**config.mk**
```make
export PLATFORM = sky130hd
export DESIGN_NAME = complex_divider
export DESIGN_NICKNAME = d
export VERILOG_FILES = /design/src/rtl/complex_divider.sv
export SDC_FILE = /design/constraint.sdc
export NUM_CORES = 2
export LEC_CHECK = 0
export CORE_UTILIZATION = 60
export CTS_CLUSTER_SIZE = 25
export DETAILED_ROUTE_END_ITERATION = 6
export PLACE_DENSITY_LB_ADDON = 0.1
export SYNTH_ARGS = -nofsm -noshare
export SYNTH_HDL_FRONTEND = slang
export SYNTH_SLANG_ARGS = --single-unit
```
**constraint.sdc**
```tcl
create_clock -name clk -period 12.6 [get_ports clk]
set_input_delay 1.89 -clock clk [delete_from_list [all_inputs] [get_ports clk]]
set_output_delay 1.89 -clock clk [all_outputs]
set_load 0.05 [all_outputs]
```
**src/rtl/complex_divider.sv**
```systemverilog
// Sequential complex divider q = (a + jb) / (c + jd) with one shared signed multiplier
// and two parallel radix-2 restoring dividers, valid/ready on both sides.
module complex_divider #(
    parameter int unsigned W    = 16,
    parameter int unsigned FRAC = 8
) (
    input  logic         clk,
    input  logic         rst_n,
    input  logic [W-1:0] input1,
    input  logic [W-1:0] input2,
    input  logic [W-1:0] input3,
    input  logic [W-1:0] input4,
    input  logic         in_valid,
    output logic         in_ready,
    output logic [W-1:0] q_re,
    output logic [W-1:0] q_im,
    output logic         div_by_zero,
    output logic         out_valid,
    input  logic         out_ready,
    output logic         busy
);

    localparam int unsigned PW   = 2 * W;
    localparam int unsigned NW   = 2 * W + 2;
    localparam int unsigned DN   = 2 * W + 1 + FRAC;
    localparam int unsigned CW   = $clog2(DN + 1);
    localparam int unsigned NMUL = 6;

    localparam logic [DN-1:0] POS_MAX = DN'((2 ** (W - 1)) - 1);
    localparam logic [DN-1:0] NEG_MAG = DN'(2 ** (W - 1));

    typedef enum logic [2:0] {
        S_IDLE,
        S_MUL,
        S_DIV,
        S_SAT,
        S_DONE
    } state_t;

    state_t state, state_nxt;

    logic signed [W-1:0]  op_a, op_b, op_c, op_d;
    logic signed [NW-1:0] num_re, num_im;
    logic        [NW-1:0] den;
    logic        [CW-1:0] cnt;
    logic        [NW-1:0] rem_re, rem_im;
    logic        [DN-1:0] sh_re, sh_im;
    logic                 neg_re, neg_im;

    logic signed [W-1:0]  mul_x, mul_y;
    logic signed [PW-1:0] prod;
    logic        [NW-1:0] den_acc;
    logic        [NW-1:0] mag_re, mag_im;
    logic [NW+DN-1:0]     step_re, step_im;

    // One restoring step: shift in the next dividend bit, subtract if it fits.
    function automatic logic [NW+DN-1:0] div_step(input logic [NW-1:0] rem,
                                                  input logic [DN-1:0] sh,
                                                  input logic [NW-1:0] dv);
        logic [NW-1:0] trial;
        logic [NW:0]   diff;
        trial = {rem[NW-2:0], sh[DN-1]};
        diff  = {1'b0, trial} - {1'b0, dv};
        if (diff[NW]) begin
            return {trial, sh[DN-2:0], 1'b0};
        end
        return {diff[NW-1:0], sh[DN-2:0], 1'b1};
    endfunction

    // Apply sign to the quotient magnitude and clamp to the W-bit signed range.
    function automatic logic [W-1:0] saturate(input logic [DN-1:0] mag, input logic neg);
        logic [DN-1:0] negv;
        if (!neg) begin
            return (mag > POS_MAX) ? W'(POS_MAX) : W'(mag);
        end
        negv = DN'(0) - mag;
        return (mag > NEG_MAG) ? W'(NEG_MAG) : W'(negv);
    endfunction

    // Shared multiplier operand select: ac, bd, bc, ad, cc, dd.
    always_comb begin
        mul_x = op_c;
        mul_y = op_c;
        case (cnt)
            CW'(0):  begin mul_x = op_a; mul_y = op_c; end
            CW'(1):  begin mul_x = op_b; mul_y = op_d; end
            CW'(2):  begin mul_x = op_b; mul_y = op_c; end
            CW'(3):  begin mul_x = op_a; mul_y = op_d; end
            CW'(4):  begin mul_x = op_c; mul_y = op_c; end
            default: begin mul_x = op_d; mul_y = op_d; end
        endcase
        prod    = PW'(mul_x) * PW'(mul_y);
        den_acc = den + NW'($unsigned(prod));
        mag_re  = num_re[NW-1] ? $unsigned(-num_re) : $unsigned(num_re);
        mag_im  = num_im[NW-1] ? $unsigned(-num_im) : $unsigned(num_im);
        step_re = div_step(rem_re, sh_re, den);
        step_im = div_step(rem_im, sh_im, den);
    end

    always_ff @(posedge clk or negedge rst_n) begin
        if (!rst_n) begin
            state <= S_IDLE;
        end else begin
            state <= state_nxt;
        end
    end

    always_comb begin
        state_nxt = state;
        case (state)
            S_IDLE: if (in_valid && in_ready) state_nxt = S_MUL;
            S_MUL:  if (cnt == CW'(NMUL - 1)) state_nxt = (den_acc == '0) ? S_SAT : S_DIV;
            S_DIV:  if (cnt == CW'(DN - 1)) state_nxt = S_SAT;
            S_SAT:  state_nxt = S_DONE;
            S_DONE: if (out_ready) state_nxt = S_IDLE;
            default: state_nxt = S_IDLE;
        endcase
    end

    // Datapath and registered handshake outputs.
    always_ff @(posedge clk or negedge rst_n) begin
        if (!rst_n) begin
            op_a        <= '0;
            op_b        <= '0;
            op_c        <= '0;
            op_d        <= '0;
            num_re      <= '0;
            num_im      <= '0;
            den         <= '0;
            cnt         <= '0;
            rem_re      <= '0;
            rem_im      <= '0;
            sh_re       <= '0;
            sh_im       <= '0;
            neg_re      <= 1'b0;
            neg_im      <= 1'b0;
            q_re        <= '0;
            q_im        <= '0;
            div_by_zero <= 1'b0;
            in_ready    <= 1'b1;
            out_valid   <= 1'b0;
            busy        <= 1'b0;
        end else begin
            case (state)
                S_IDLE: begin
                    if (in_valid && in_ready) begin
                        op_a   <= $signed(input1);
                        op_b   <= $signed(input2);
                        op_c   <= $signed(input3);
                        op_d   <= $signed(input4);
                        num_re <= '0;
                        num_im <= '0;
                        den    <= '0;
                        cnt    <= '0;
                    end
                end
                S_MUL: begin
                    cnt <= cnt + CW'(1);
                    case (cnt)
                        CW'(0), CW'(1): num_re <= num_re + NW'(prod);
                        CW'(2):         num_im <= num_im + NW'(prod);
                        CW'(3):         num_im <= num_im - NW'(prod);
                        CW'(4):         den    <= den_acc;
                        default: begin
                            den    <= den_acc;
                            cnt    <= '0;
                            rem_re <= '0;
                            rem_im <= '0;
                            sh_re  <= DN'(mag_re) << FRAC;
                            sh_im  <= DN'(mag_im) << FRAC;
                            neg_re <= num_re[NW-1];
                            neg_im <= num_im[NW-1];
                        end
                    endcase
                end
                S_DIV: begin
                    cnt                <= cnt + CW'(1);
                    {rem_re, sh_re}    <= step_re;
                    {rem_im, sh_im}    <= step_im;
                end
                S_SAT: begin
                    div_by_zero <= (den == '0);
                    q_re        <= (den == '0) ? '0 : saturate(sh_re, neg_re);
                    q_im        <= (den == '0) ? '0 : saturate(sh_im, neg_im);
                end
                default: ;
            endcase
            in_ready  <= (state_nxt == S_IDLE);
            out_valid <= (state_nxt == S_DONE);
            busy      <= (state_nxt != S_IDLE);
        end
    end

endmodule
```
# == Word-level counts from Yosys, hierarchy flattened ==
# Cells that the tools add are included.
# op_classes
add_sub_neg,11
n_mul,1
order_cmp,4
n_eq_ne,16
mux,47
bitwise,1
reduce_logical,23
# ops
op,count
two-way mux 74 bit,4
case mux 34 bit (2 select lines),4
two-way mux 16 bit,11
case mux 41 bit (2 select lines),2
case mux 33 bit (2 select lines),2
adder 34 x 32 -> 34 bit,3
two-way mux 34 bit,3
two-way mux 33 bit,3
greater-than comparator 41 x 15 -> 1 bit (second input constant),2
greater-than comparator 41 x 16 -> 1 bit (second input constant),2
two-way mux 41 bit,2
subtractor 34 x 34 -> 35 bit,2
logical NOT 34 bit,2
negation 33 bit,2
case mux 16 bit (3 select lines),1
subtractor 34 x 32 -> 34 bit,1
multiplier 16 x 16 -> 32 bit,1
subtractor 1 x 16 -> 16 bit (first input constant),2
case mux 6 bit (3 select lines),1
case mux 3 bit (5 select lines),1
equality test 6 x 2 -> 1 bit (second input constant),2
equality test 6 x 3 -> 1 bit (second input constant),2
two-way mux 3 bit,4
two-way mux 6 bit,2
other kinds (22),42
# word_totals
regBits,361
inputBits,68
output_inout_bits,36
wordCells,124

# == Logic depth before layout (Yosys ltp) ==
# logic_depth
depth_word,10
depth_mapped,45
ltp_nobuf,41

# == Least setup slack after synthesis ==
# Ideal clock, no wire load.
# synth_timing
kind,register to register
start,register cnt[0]
end,register num_im[33]
setup_ns,0.079
arrival_time_ns,10.247
t_required_ns,12.521
path_slack_ns,2.273
path_stages_with_launch,39
n_path_buf,5
synth_period_minus_slack_ns,10.327
cell_sequence,dfrtp_1 inv_1 ha_1 clkbuf_1 o21ai_0 clkbuf_1 buf_1 mux2_2 clkbuf_1 nand2_1 fa_1 fa_1 fa_1 fa_1 fa_1 fa_1 inv_1 ha_1 (+3 left out) a21o_1 a31oi_1 xnor2_1 or3_1 nor4_1 nand3_1 o21ai_0 xor2_1 ha_1 a21oi_1 o21bai_1 a21o_1 a21oi_1 a21oi_1 or3b_2 and4b_1 mux2i_1 mux2i_1
# synth_between
elab_chain_len,7
word_cells_on_any_way,17
classes_between,add/sub: 2; mul: 1; eq/ne: 5; mux: 4; reduce/logical: 5
# synth_lines
element,line_no,source
"start, declared",45,logic [CW-1:0] cnt;
"start signal, assigned",158,cnt <= cnt + CW'(1);
"start signal, assigned",177,cnt <= cnt + CW'(1);
"equality test 6 x 2 -> 1 bit, or another cell as far along","84, 159",
OR reduction 2 bit (no source line) / OR reduction 3 bit (equally long branches),n/a,
case mux 16 bit (3 select lines) / two-way mux 16 bit (equally long branches),84,case (cnt)
multiplier 16 x 16 -> 32 bit,92,prod = PW'(mul_x) * PW'(mul_y);
subtractor 34 x 32 -> 34 bit / adder 34 x 32 -> 34 bit (equally long branches),"162, 161",
case mux 34 bit (2 select lines),159,case (cnt)
case mux 34 bit (2 select lines),144,case (state)
"end signal, assigned",161,CW'(2): num_im <= num_im + NW'(prod);
"end signal, assigned",162,CW'(3): num_im <= num_im - NW'(prod);
"end, declared",43,"logic signed [NW-1:0] num_re, num_im;"
# Parallel ways exist; a longest one is shown, timed or not.
# A chain may end at the register's enable or synchronous reset.

# == Worst setup path in the final report ==
# Same ends and word-level chain as after synthesis.

==> results.md <==
- The cell chosen for the clock root is sky130_fd_sc_hd__clkbuf_16.
- The buffers inserted during post-CTS setup optimization is 0.
- The total area of sequential cells is about 9000 sq um.
- For this run, design rule violations remaining after detail routing come to 8.
- The startpoint class of the critical path is a flop.
- After the last flow step, the layout net total stands at approximately 4,800.
- The number of detailed-routing iterations run before antenna repair is 7.
- The die is 247 microns tall.
- The worst-case register-to-register setup slack is between 0.8 and 0.9 ns.
- In the finished design, the share of the clock period the worst path needs comes to 0.931.
- The share of the Yosys chip area taken by registers is 0.251.
- Setup repair after global routing left no endpoint under its margin.
- By instance count, the cell type seen most on the critical path is sky130_fd_sc_hd__fa_1.
- Max-cap violations in this run came to 0.
- In this run the standard cell core region covers slightly below 60,000 sq um.
- The time the worst path needs with I/O delays and setup is about 12 ns.
- The first global-routing pass estimated 163,000 microns of wire.
- The count of distinct cell types in the synthesized netlist is slightly below 90.
- The final number of max-transition violations came to 0.
- STA classifies the critical path endpoint as a flop.
- The largest fanout on the critical path is 29.
- The clock reaches the later pin of the worst-skew pair after slightly below 0.6 ns.
- The post-cts resize count is 0.
- The number of global-route vias before repair is between 20,000 and 30,000.
- Synthesis produced a netlist with a net count of ~4,800.
- The count of cells along the worst hold path is 2.
- The leading register cell type out of synthesis is sky130_fd_sc_hd__dfrtp_1.
- The worst slew slack as a fraction of its limit is 0.250.
- The run finished, with violations left.
- TritonCTS built the clock tree.
- The cell count after synthesis is 4,206.
- The area of the die is 60,900 sq um.
- The average instance area after synthesis is roughly 8.5 sq um.
- The aggregate global routing overflow is 0.
- Clock-pin slew was measured on the worst setup and hold paths at 0.06 ns.
- Across all layers, the routed design uses around 31,000 vias.
- For the pin with the worst max-slew slack, the measured transition is 1.12 ns.
- In the final layout, the share of cells above drive strength 1 is 0.0468.
- The slowest stage of the critical path belongs to the cell sky130_fd_sc_hd__a221o_1.
- Setup violations remaining at the end of the flow were counted as 0.
- Detailed placement finished with a half-perimeter wire length of about 78,000 microns.
- The top-level I/O count is between 100 and 150.
- The worst register-to-register path has a depth of 36.
- Yosys mapped a number of flops with a built-in enable equal to 0.
- The timing-limited maximum frequency is between 0.08 and 0.09 GHz.
- Port buffering added 103 buffers.
- The number of buffers inserted by hold repair at cts is 0.
- The number of antenna violations at the first check in global routing was 3.
- The capture point of the worst reg-to-reg path is num_im[33].
- The final weighted congestion in routability-driven placement is ~0.97.
- The count of nets left with antenna violations once routing finished came out at 0.
- STA puts the critical path data required time at 13.11 ns.
- The largest single stage delay on the critical path is 0.65 ns.
- The horizontal die dimension is roughly 250 microns.
- The pin count of the biggest net entering global routing is 162.
- The H-tree was split into 2 levels.
- In the final timing run, aggregate negative setup slack is 0 ns.
- The worst setup skew after layout is 0.0174 ns.
- The per-cell routed wire length is just over 20 microns.
- The vias per cell is 6.17.
- STA puts the critical path data arrival time at 12.25 ns.
- In this run the cell area of the synthesized design comes to 36,000 sq um.
- The hold slack is 0.470 ns.
- For this run, asynchronously set or reset flops after synthesis account for 1.00.
- The maximum number of buffers from clock root to sink is 3.
- The hold violation total from the final report is 0.
- The startpoint identified for the worst register-to-register timing path is cnt[0].
- The worst setup path endpoint is num_im[33].
- After synthesis the netlist holds a flip-flop and latch count of ~360.
- The overall track demand over capacity in global routing is 0.341.
- In this run, the number of DRC markers left after iteration 0 of detailed routing was ~2,200.
- The final reports fail on DRC.
- For this configuration, the core starts out at a cell density of 0.608.
- The number of inserted filler cells in the final layout is approximately 5,000.
- The routed wire length is 103,000 microns.
- The classification of the worst setup path is reg -> reg.
- The Yosys step of the flow raised 0 warnings.
- The multi-input combinational cells in the finished layout cover a total of 24,900 sq um.
- The total clock buffers created by CTS is 44.
- From synthesis to final layout, the design area changed by 9.01%.
- The startpoint of the worst setup timing path is cnt[0].
- The clock net sink count is 361.
- The class of the worst hold path is reg -> reg.
- The floorplan has 89 rows.
==> state kept, by name (all words and copies together) (netlist names), 6 cells and up <==
signal and count:
cnt 6, den 34, num_im 34, num_re 34, op_a 16, op_b 16
op_c 16, op_d 16, q_im 16, q_re 16, rem_im 33, rem_re 33
sh_im 41, sh_re 41
==> area by class of cell <==
| type | count | area share |
|---|---|---|
| clock buffer | 59 | 0.0308 |
| clock inverter | 20 | 0.00718 |
| sequential | 361 | 0.230 |
| timing repair buffer | 151 | 0.0359 |
| tap | 773 | 0.0247 |
| antenna | 3 | 0.000192 |
| multi-input combinational | 3286 | 0.635 |
| inverter | 373 | 0.0357 |
==> through the flow <==
step                utilization  std cells  cell area (sq um)  setup slack (ns)
finish                    0.663       5026              39200             0.863
global route              0.663       5023              39200             0.158
CTS                       0.663       5023              39200              1.01
detailed placement        0.638       4944              37700              1.00
global placement          0.638       4944              37700              1.14
floorplan                     -       4206              36000              2.27
==> worst min-delay path by stage <==
| stage | startpoint | to | slack, ns |
|---|---|---|---|
| after CTS | q_im[15] | q_im[15] | 0.48 |
| after global routing | q_re[12] | q_re[12] | 0.50 |
| final | q_im[0] | q_im[0] | 0.47 |
| after detailed placement | q_im[0] | q_im[0] | 0.46 |
| after global placement | q_im[15] | q_im[15] | 0.45 |
| after floorplan | op_b[8] | op_b[8] | 0.44 |
==> layer usage <==
metal / vias to the layer above / global-route usage / wire (microns)
met5: - / 0 / 0
met4: 0 / 0.137 / 4280
met3: 214 / 0.0585 / 7310
met2: 1047 / 0.544 / 46700
met1: 15059 / 0.461 / 44300
li1: 14708 / - / -
==> cell usage after synthesis, types with 14 or more instances <==
cell | instances | area share
sky130_fd_sc_hd__mux2_2 | 17 | 0.0053
sky130_fd_sc_hd__a31oi_1 | 51 | 0.0089
sky130_fd_sc_hd__nor2b_1 | 26 | 0.0045
sky130_fd_sc_hd__o21bai_1 | 25 | 0.0052
sky130_fd_sc_hd__nor2_1 | 269 | 0.028
sky130_fd_sc_hd__nand3_1 | 152 | 0.021
sky130_fd_sc_hd__ha_1 | 259 | 0.090
sky130_fd_sc_hd__a22o_1 | 41 | 0.010
sky130_fd_sc_hd__a221oi_1 | 14 | 0.0034
sky130_fd_sc_hd__xnor2_1 | 130 | 0.032
sky130_fd_sc_hd__nand4_1 | 25 | 0.0043
sky130_fd_sc_hd__a22oi_1 | 60 | 0.013
sky130_fd_sc_hd__a21oi_1 | 204 | 0.028
sky130_fd_sc_hd__and2_1 | 21 | 0.0037
sky130_fd_sc_hd__fa_1 | 267 | 0.15
sky130_fd_sc_hd__o31ai_1 | 54 | 0.011
sky130_fd_sc_hd__xor2_1 | 121 | 0.029
sky130_fd_sc_hd__and3_1 | 23 | 0.0040
sky130_fd_sc_hd__or3_1 | 40 | 0.0070
sky130_fd_sc_hd__nand2b_1 | 37 | 0.0064
sky130_fd_sc_hd__a21o_1 | 80 | 0.017
sky130_fd_sc_hd__clkbuf_1 | 165 | 0.017
sky130_fd_sc_hd__nor4_1 | 33 | 0.0057
sky130_fd_sc_hd__mux2i_1 | 54 | 0.015
sky130_fd_sc_hd__dfrtp_1 | 360 | 0.25
sky130_fd_sc_hd__nand2_1 | 591 | 0.062
sky130_fd_sc_hd__a221o_1 | 26 | 0.0072
sky130_fd_sc_hd__o21ai_0 | 309 | 0.043
sky130_fd_sc_hd__a211oi_1 | 15 | 0.0031
sky130_fd_sc_hd__inv_1 | 373 | 0.039
sky130_fd_sc_hd__nor3_1 | 84 | 0.012
sky130_fd_sc_hd__o21a_1 | 27 | 0.0056
sky130_fd_sc_hd__o211ai_1 | 25 | 0.0052
sky130_fd_sc_hd__or2_2 | 15 | 0.0026
==> critical path, delay by kind of cell, from the launching register on <==
family / cells / cell delay (ns)
multiplexers: 2 / 0.35
adder cells (fa/ha/maj): 9 / 4.07
AO/OA/AOI/OAI: 13 / 3.45
buffers and inverters: 4 / 0.70
flip-flops: 1 / 0.42
XOR/XNOR: 2 / 0.42
AND/OR/NAND/NOR: 6 / 2.21
==> layout by cell type, fill, tap and decap left out, drive strengths merged, types with 60 or more instances in the layout <==
cell	n
xor2	121
a22oi	60
nand2	592
o21ai	314
ha	259
clkdlybuf4s50	102
a21oi	205
dfrtp	360
fa	267
xnor2	130
inv	375
nor2	269
nor3	85
nand3	152
a21o	80
==> kinds of logic (layout without fill, tap and decap cells) <==
family / Yosys count / in the layout / share of synthesized area
multiplexers: 71 / 71 / 0.0204
AO/OA/AOI/OAI: 1057 / 1057 / 0.193
XOR/XNOR: 251 / 251 / 0.0611
AND/OR/NAND/NOR: 1381 / 1381 / 0.176
flip-flops: 361 / 361 / 0.251
buffers and inverters: 559 / 603 / 0.0590
other: 0 / 3 / 0
adder cells (fa/ha/maj): 526 / 526 / 0.239
Power is left out: the tool's default activity adds up to more than one toggle a clock period on the data nets, which glitch-free logic cannot reach.
